File: src/rtl/mem_port_arbiter.sv
// Arbitrates one single-port memory between instruction fetch and data ports; request-to-ack is 1+MEM_LAT cycles.
// A losing or late port simply keeps its request up and sees stall until its own ack; one access in flight at a time.
module mem_port_arbiter #(
  parameter int ADDR_W    = 32,
  parameter int DATA_W    = 32,
  parameter int MEM_LAT   = 2,
  parameter int DATA_PRIO = 1
) (
  input  logic              clk,
  input  logic              rstn,
  input  logic              if_req,
  input  logic [ADDR_W-1:0] if_addr,
  input  logic              if_kill,
  output logic              if_ack,
  output logic [DATA_W-1:0] if_rdata,
  input  logic              dm_req,
  input  logic              dm_we,
  input  logic [ADDR_W-1:0] dm_addr,
  input  logic [DATA_W-1:0] dm_wdata,
  input  logic [3:0]        dm_wmask,
  output logic              dm_ack,
  output logic [DATA_W-1:0] dm_rdata,
  output logic              mem_en,
  output logic              mem_we,
  output logic [ADDR_W-1:0] mem_addr,
  output logic [DATA_W-1:0] mem_wdata,
  output logic [3:0]        mem_wmask,
  input  logic [DATA_W-1:0] mem_rdata,
  output logic              if_stall,
  output logic              dm_stall,
  output logic              busy
);

  typedef enum logic [1:0] {IDLE, ISSUE, WAIT, RESP} state_t;
  localparam int CNT_W = $clog2(MEM_LAT + 1);

  state_t             state, state_nxt;
  logic               grant_dm, last_dm, kill_pend, lat_we;
  logic               pick_dm, capture, any_req;
  logic [CNT_W-1:0]   cnt;

  assign any_req = if_req | dm_req;

  always_comb begin
    pick_dm = dm_req;
    if (if_req && dm_req) pick_dm = (DATA_PRIO != 0) ? 1'b1 : !last_dm;
  end

  always_comb begin
    state_nxt = state;
    case (state)
      IDLE:    if (any_req) state_nxt = ISSUE;
      ISSUE:   state_nxt = (MEM_LAT == 1) ? RESP : WAIT;
      WAIT:    if (cnt == CNT_W'(1)) state_nxt = RESP;
      RESP:    state_nxt = IDLE;
      default: state_nxt = IDLE;
    endcase
  end

  // Read data is sampled on the edge that ends the last latency cycle.
  assign capture = (state_nxt == RESP) && (state != RESP);

  always_ff @(posedge clk) begin
    if (!rstn) state <= IDLE;
    else       state <= state_nxt;
  end

  always_ff @(posedge clk) begin
    if (!rstn) begin
      grant_dm  <= 1'b0;
      last_dm   <= 1'b0;
      kill_pend <= 1'b0;
      lat_we    <= 1'b0;
      cnt       <= '0;
      mem_en    <= 1'b0;
      mem_we    <= 1'b0;
      mem_addr  <= '0;
      mem_wdata <= '0;
      mem_wmask <= '0;
      if_rdata  <= '0;
      dm_rdata  <= '0;
    end else begin
      case (state)
        IDLE: if (any_req) begin
          grant_dm  <= pick_dm;
          mem_en    <= 1'b1;
          mem_we    <= pick_dm & dm_we;
          lat_we    <= pick_dm & dm_we;
          mem_addr  <= pick_dm ? dm_addr : if_addr;
          mem_wdata <= pick_dm ? dm_wdata : '0;
          mem_wmask <= pick_dm ? dm_wmask : 4'h0;
        end
        ISSUE: begin
          mem_en <= 1'b0;
          mem_we <= 1'b0;
          cnt    <= CNT_W'(MEM_LAT - 1);
        end
        WAIT:    cnt <= cnt - CNT_W'(1);
        RESP: begin
          last_dm   <= grant_dm;
          kill_pend <= 1'b0;
        end
        default: ;
      endcase
      if ((state == ISSUE || state == WAIT) && !grant_dm && if_kill) kill_pend <= 1'b1;
      if (capture && !lat_we) begin
        if (grant_dm) dm_rdata <= mem_rdata;
        else          if_rdata <= mem_rdata;
      end
    end
  end

  assign if_ack = (state == RESP) && !grant_dm && !(if_kill || kill_pend);
  assign dm_ack = (state == RESP) && grant_dm;
  // Stalls are held low while reset is asserted so every output is quiet in reset.
  assign if_stall = rstn & if_req & ~if_ack;
  assign dm_stall = rstn & dm_req & ~dm_ack;
  assign busy     = (state != IDLE);

endmodule

File: config.mk
export PLATFORM = sky130hd
export DESIGN_NAME = mem_port_arbiter
export DESIGN_NICKNAME = d
export VERILOG_FILES = /design/src/rtl/mem_port_arbiter.sv
export SDC_FILE = /design/constraint.sdc
export NUM_CORES = 1
export LEC_CHECK = 0
export ABC_CLOCK_PERIOD_IN_PS = 5500
export CAP_MARGIN = 5
export CORE_MARGIN = 2
export CORE_UTILIZATION = 44
export CTS_CLUSTER_SIZE = 16
export DETAILED_ROUTE_END_ITERATION = 10
export PLACE_DENSITY = 0.86
export SETUP_SLACK_MARGIN = 0.2
export SYNTH_ARGS = -nofsm -noshare
export SYNTH_HDL_FRONTEND = slang
export SYNTH_SLANG_ARGS = --single-unit
export TNS_END_PERCENT = 20
File: constraint.sdc
create_clock -name clk -period 5.5 [get_ports clk]
set_input_delay 1.1 -clock clk [delete_from_list [all_inputs] [get_ports clk]]
set_output_delay 1.1 -clock clk [all_outputs]
set_load 0.02 [all_outputs]
==> flow_metrics.env <==
export IMPL_port_buffers=276
export IMPL_rsz0062_at_grt="false"
export IMPL_fin_worst_skew_ns=0.00603
export IMPL_finalCritPeriodShare=0.736
export IMPL_ys_seq_area_frac=0.494
export IMPL_max_slew_margin=0.178
export IMPL_fin_cells=1037
export IMPL_p_leak_nw=3.97
export IMPL_syn_area_per_cell_um2=9.49
export IMPL_grt_util_all_layers=0.241
export IMPL_worstSetupPathType="primary input to primary output"
export IMPL_synthArstFlopShare=0
export IMPL_synthCells=602
export IMPL_critical_path_max_stage_delay_ns=0.75
export IMPL_via_count=5288
export IMPL_drc=0
export IMPL_core_area_um2=12700
export IMPL_yosysWarnings=0
export IMPL_slowest_stage="clkdlybuf4s50_1"
export IMPL_vdd_drop_max_v=0.000249
export IMPL_synthesis_area_um2=5710
export IMPL_arrival_ns=2.95
export IMPL_status="completed"
export IMPL_cts_resized_gates=0
export IMPL_synth_top_area_share=0.494
export IMPL_cts_num_sinks=141
export IMPL_synthToLayoutAreaGrowth_pct=61.0
export IMPL_max_clock_freq_mhz=247
export IMPL_required_ns=4.40
export IMPL_synth_compound_area_frac=0.116
export IMPL_synth_adder_area_share=0.0110
export IMPL_synthXorXnorAreaFrac=0
export IMPL_dp_hpwl_um=12200
export IMPL_synthDistinctLibCells=31
export IMPL_whs_ns=0.451
export IMPL_grt_max_degree=97
export IMPL_synthMuxAreaShare=0.168
export IMPL_synth_edff_count=0
export IMPL_antenna_found_initial=1
export IMPL_tns_ns=0
export IMPL_cp_buffers_inverters=2
export IMPL_grt_pass1_wl_um=26900
export IMPL_slew_violations=0
export IMPL_htreeDepth=4
export IMPL_hold_path_class="register to register"
export IMPL_grt_overflow_total=0
export IMPL_antenna_cells=0
export IMPL_finalSetupViolations=0
export IMPL_startpoint_type="primary input"
export IMPL_maxCapViolCount=0
export IMPL_clk_pin_slew_worst_paths_ns=0.05
export IMPL_drt_wl_total_um=17000
export IMPL_finalWeightedCongestion=0.829
export IMPL_io_pins=277
export IMPL_yosysMostFrequentCell="nand2_1"
export IMPL_powerDensity_nw_per_um2=480
export IMPL_crit_top_cell="clkdlybuf4s50_1"
export IMPL_drt_first_pass_iters=6
export IMPL_dp_slack_ns=1.43
export IMPL_first_global_vias=5476
export IMPL_cts_tree="yes"
export IMPL_synth_seq_cells=141
export IMPL_fin_ws_ns=1.45
export IMPL_routed_via_density=5.10
export IMPL_ant_nets=0
export IMPL_hold_viol=0
export IMPL_clk_path_buf_depth=2
export IMPL_crit_family="buffers and inverters"
export IMPL_wl_per_cell_um=16.4
export IMPL_start_util=0.451
export IMPL_min_period_ns=4.05
export IMPL_worstMarginPinSlew_ns=1.23
export IMPL_nets=995
export IMPL_synth_simple_gate_area_share=0.167
export IMPL_clk_latency_ns=0.41
export IMPL_synth_top_family_by_area="multiplexers"
export IMPL_rows=41
export IMPL_first_iter_violations=295
export IMPL_die_h_um=118
export IMPL_synth_nets=745
export IMPL_dp_cells=1005
export IMPL_crit_chain="clkdlybuf4s50_1, nor4b_1, clkdlybuf4s50_1"
export IMPL_netlist_top_cells_count="nand2_1 (171), dfxtp_1 (141), mux2i_1 (96)"
export IMPL_fillers=914
export IMPL_layout_drive_gt1_share=0.0474
export IMPL_cts_setup_buffers=0
export IMPL_crit_fanout=2
export IMPL_die_width_um=118
export IMPL_ctsHoldBuffers=0
export IMPL_yosys_area_top_type="dfxtp_1"
export IMPL_synth_main_ff_cell="dfxtp_1"
export IMPL_cts_made_buffers=17
export IMPL_cts_root_buf="clkbuf_16"
export IMPL_fin_total_pwr_w=0.00442
export IMPL_cp_end_kind="primary output"
export IMPL_synthTopCellsByArea="dfxtp_1 (49%), mux2i_1 (17%), nand2_1 (11%)"
export IMPL_die_area_um2=13900
==> registers in the layout (all words and copies together) (netlist names) <==
signal	count
dm_rdata	32
if_rdata	32
mem_we	1
cnt	2
state	2
grant_dm	1
mem_en	1
mem_addr	32
kill_pend	1
mem_wdata	32
mem_wmask	4
lat_we	1
==> path summary, 6_finish.rpt <==
path	start	endpoint	slack (ns)	cells after the start
max	if_kill	if_ack	1.45	3
min	mem_wdata[1]$_SDFFE_PN0P_	mem_wdata[1]$_SDFFE_PN0P_	0.45	2
min reg2reg	mem_wdata[1]$_SDFFE_PN0P_	mem_wdata[1]$_SDFFE_PN0P_	0.45	2
max reg2reg	state[0]$_SDFF_PN0_	dm_rdata[17]$_SDFFE_PN0P_	2.49	7
==> routing by layer <==
metal | share of wire | global-route usage | vias up
met5 | 0.00088 | 0 | -
met4 | 0.024 | 0.107 | 2
li1 | - | - | 2545
met1 | 0.38 | 0.250 | 2498
met2 | 0.52 | 0.435 | 208
met3 | 0.077 | 0.0877 | 35
==> cell families (layout without fill, tap and decap cells) <==
kind of cell | after synthesis | after routing
mux | 96 | 96
fa+ha+maj | 5 | 5
buf+inv | 53 | 316
flops | 141 | 141
simple gates | 228 | 228
compound gates | 79 | 79
==> power by group <==
group	internal, W	switching [W]
Sequential	0.00127	0.000139
Clock	0.000934	0.000423
Combinational	0.000763	0.000886
==> stage by stage <==
step	utilization	cell area, um^2
after floorplan	-	5710
after global placement	0.670	8490
after detailed placement	0.670	8490
after CTS	0.726	9200
after global routing	0.726	9200
final	0.726	9200
==> worst min-delay path: cells and delay by family (launching register included) <==
| kind | cells | cell delay, ns |
|---|---|---|
| compound gates | 1 | 0.05 |
| flops | 1 | 0.31 |
| simple gates | 1 | 0.05 |
==> layout by cell type (no fill, tap or decap), drive strengths merged, types with 4 or more instances in the layout <==
cell type      synthesis  layout
o21ai                  4       4
buf                   14       6
and2                   4       4
nand2                171     171
mux2i                 96      96
nor2                   4       4
nand3                 39      39
o211a                 32      32
bufinv                 0       7
inv                    4       5
clkbuf                35      22
dfxtp                141     141
a21boi                40      40
ha                     5       5
clkdlybuf4s50          0     274
==> cell type report <==
type / count / area (um^2) / share of cell area
flip-flops and latches: 141 / 2820 / 0.307
repair buffers: 280 / 2790 / 0.303
multi-input cells: 408 / 2660 / 0.289
clock buffers: 22 / 474 / 0.0516
clock inverters: 10 / 231 / 0.0252
well taps: 172 / 215 / 0.0234
inverters: 4 / 15.0 / 0.00163
(Power assumes the default switching activity.)
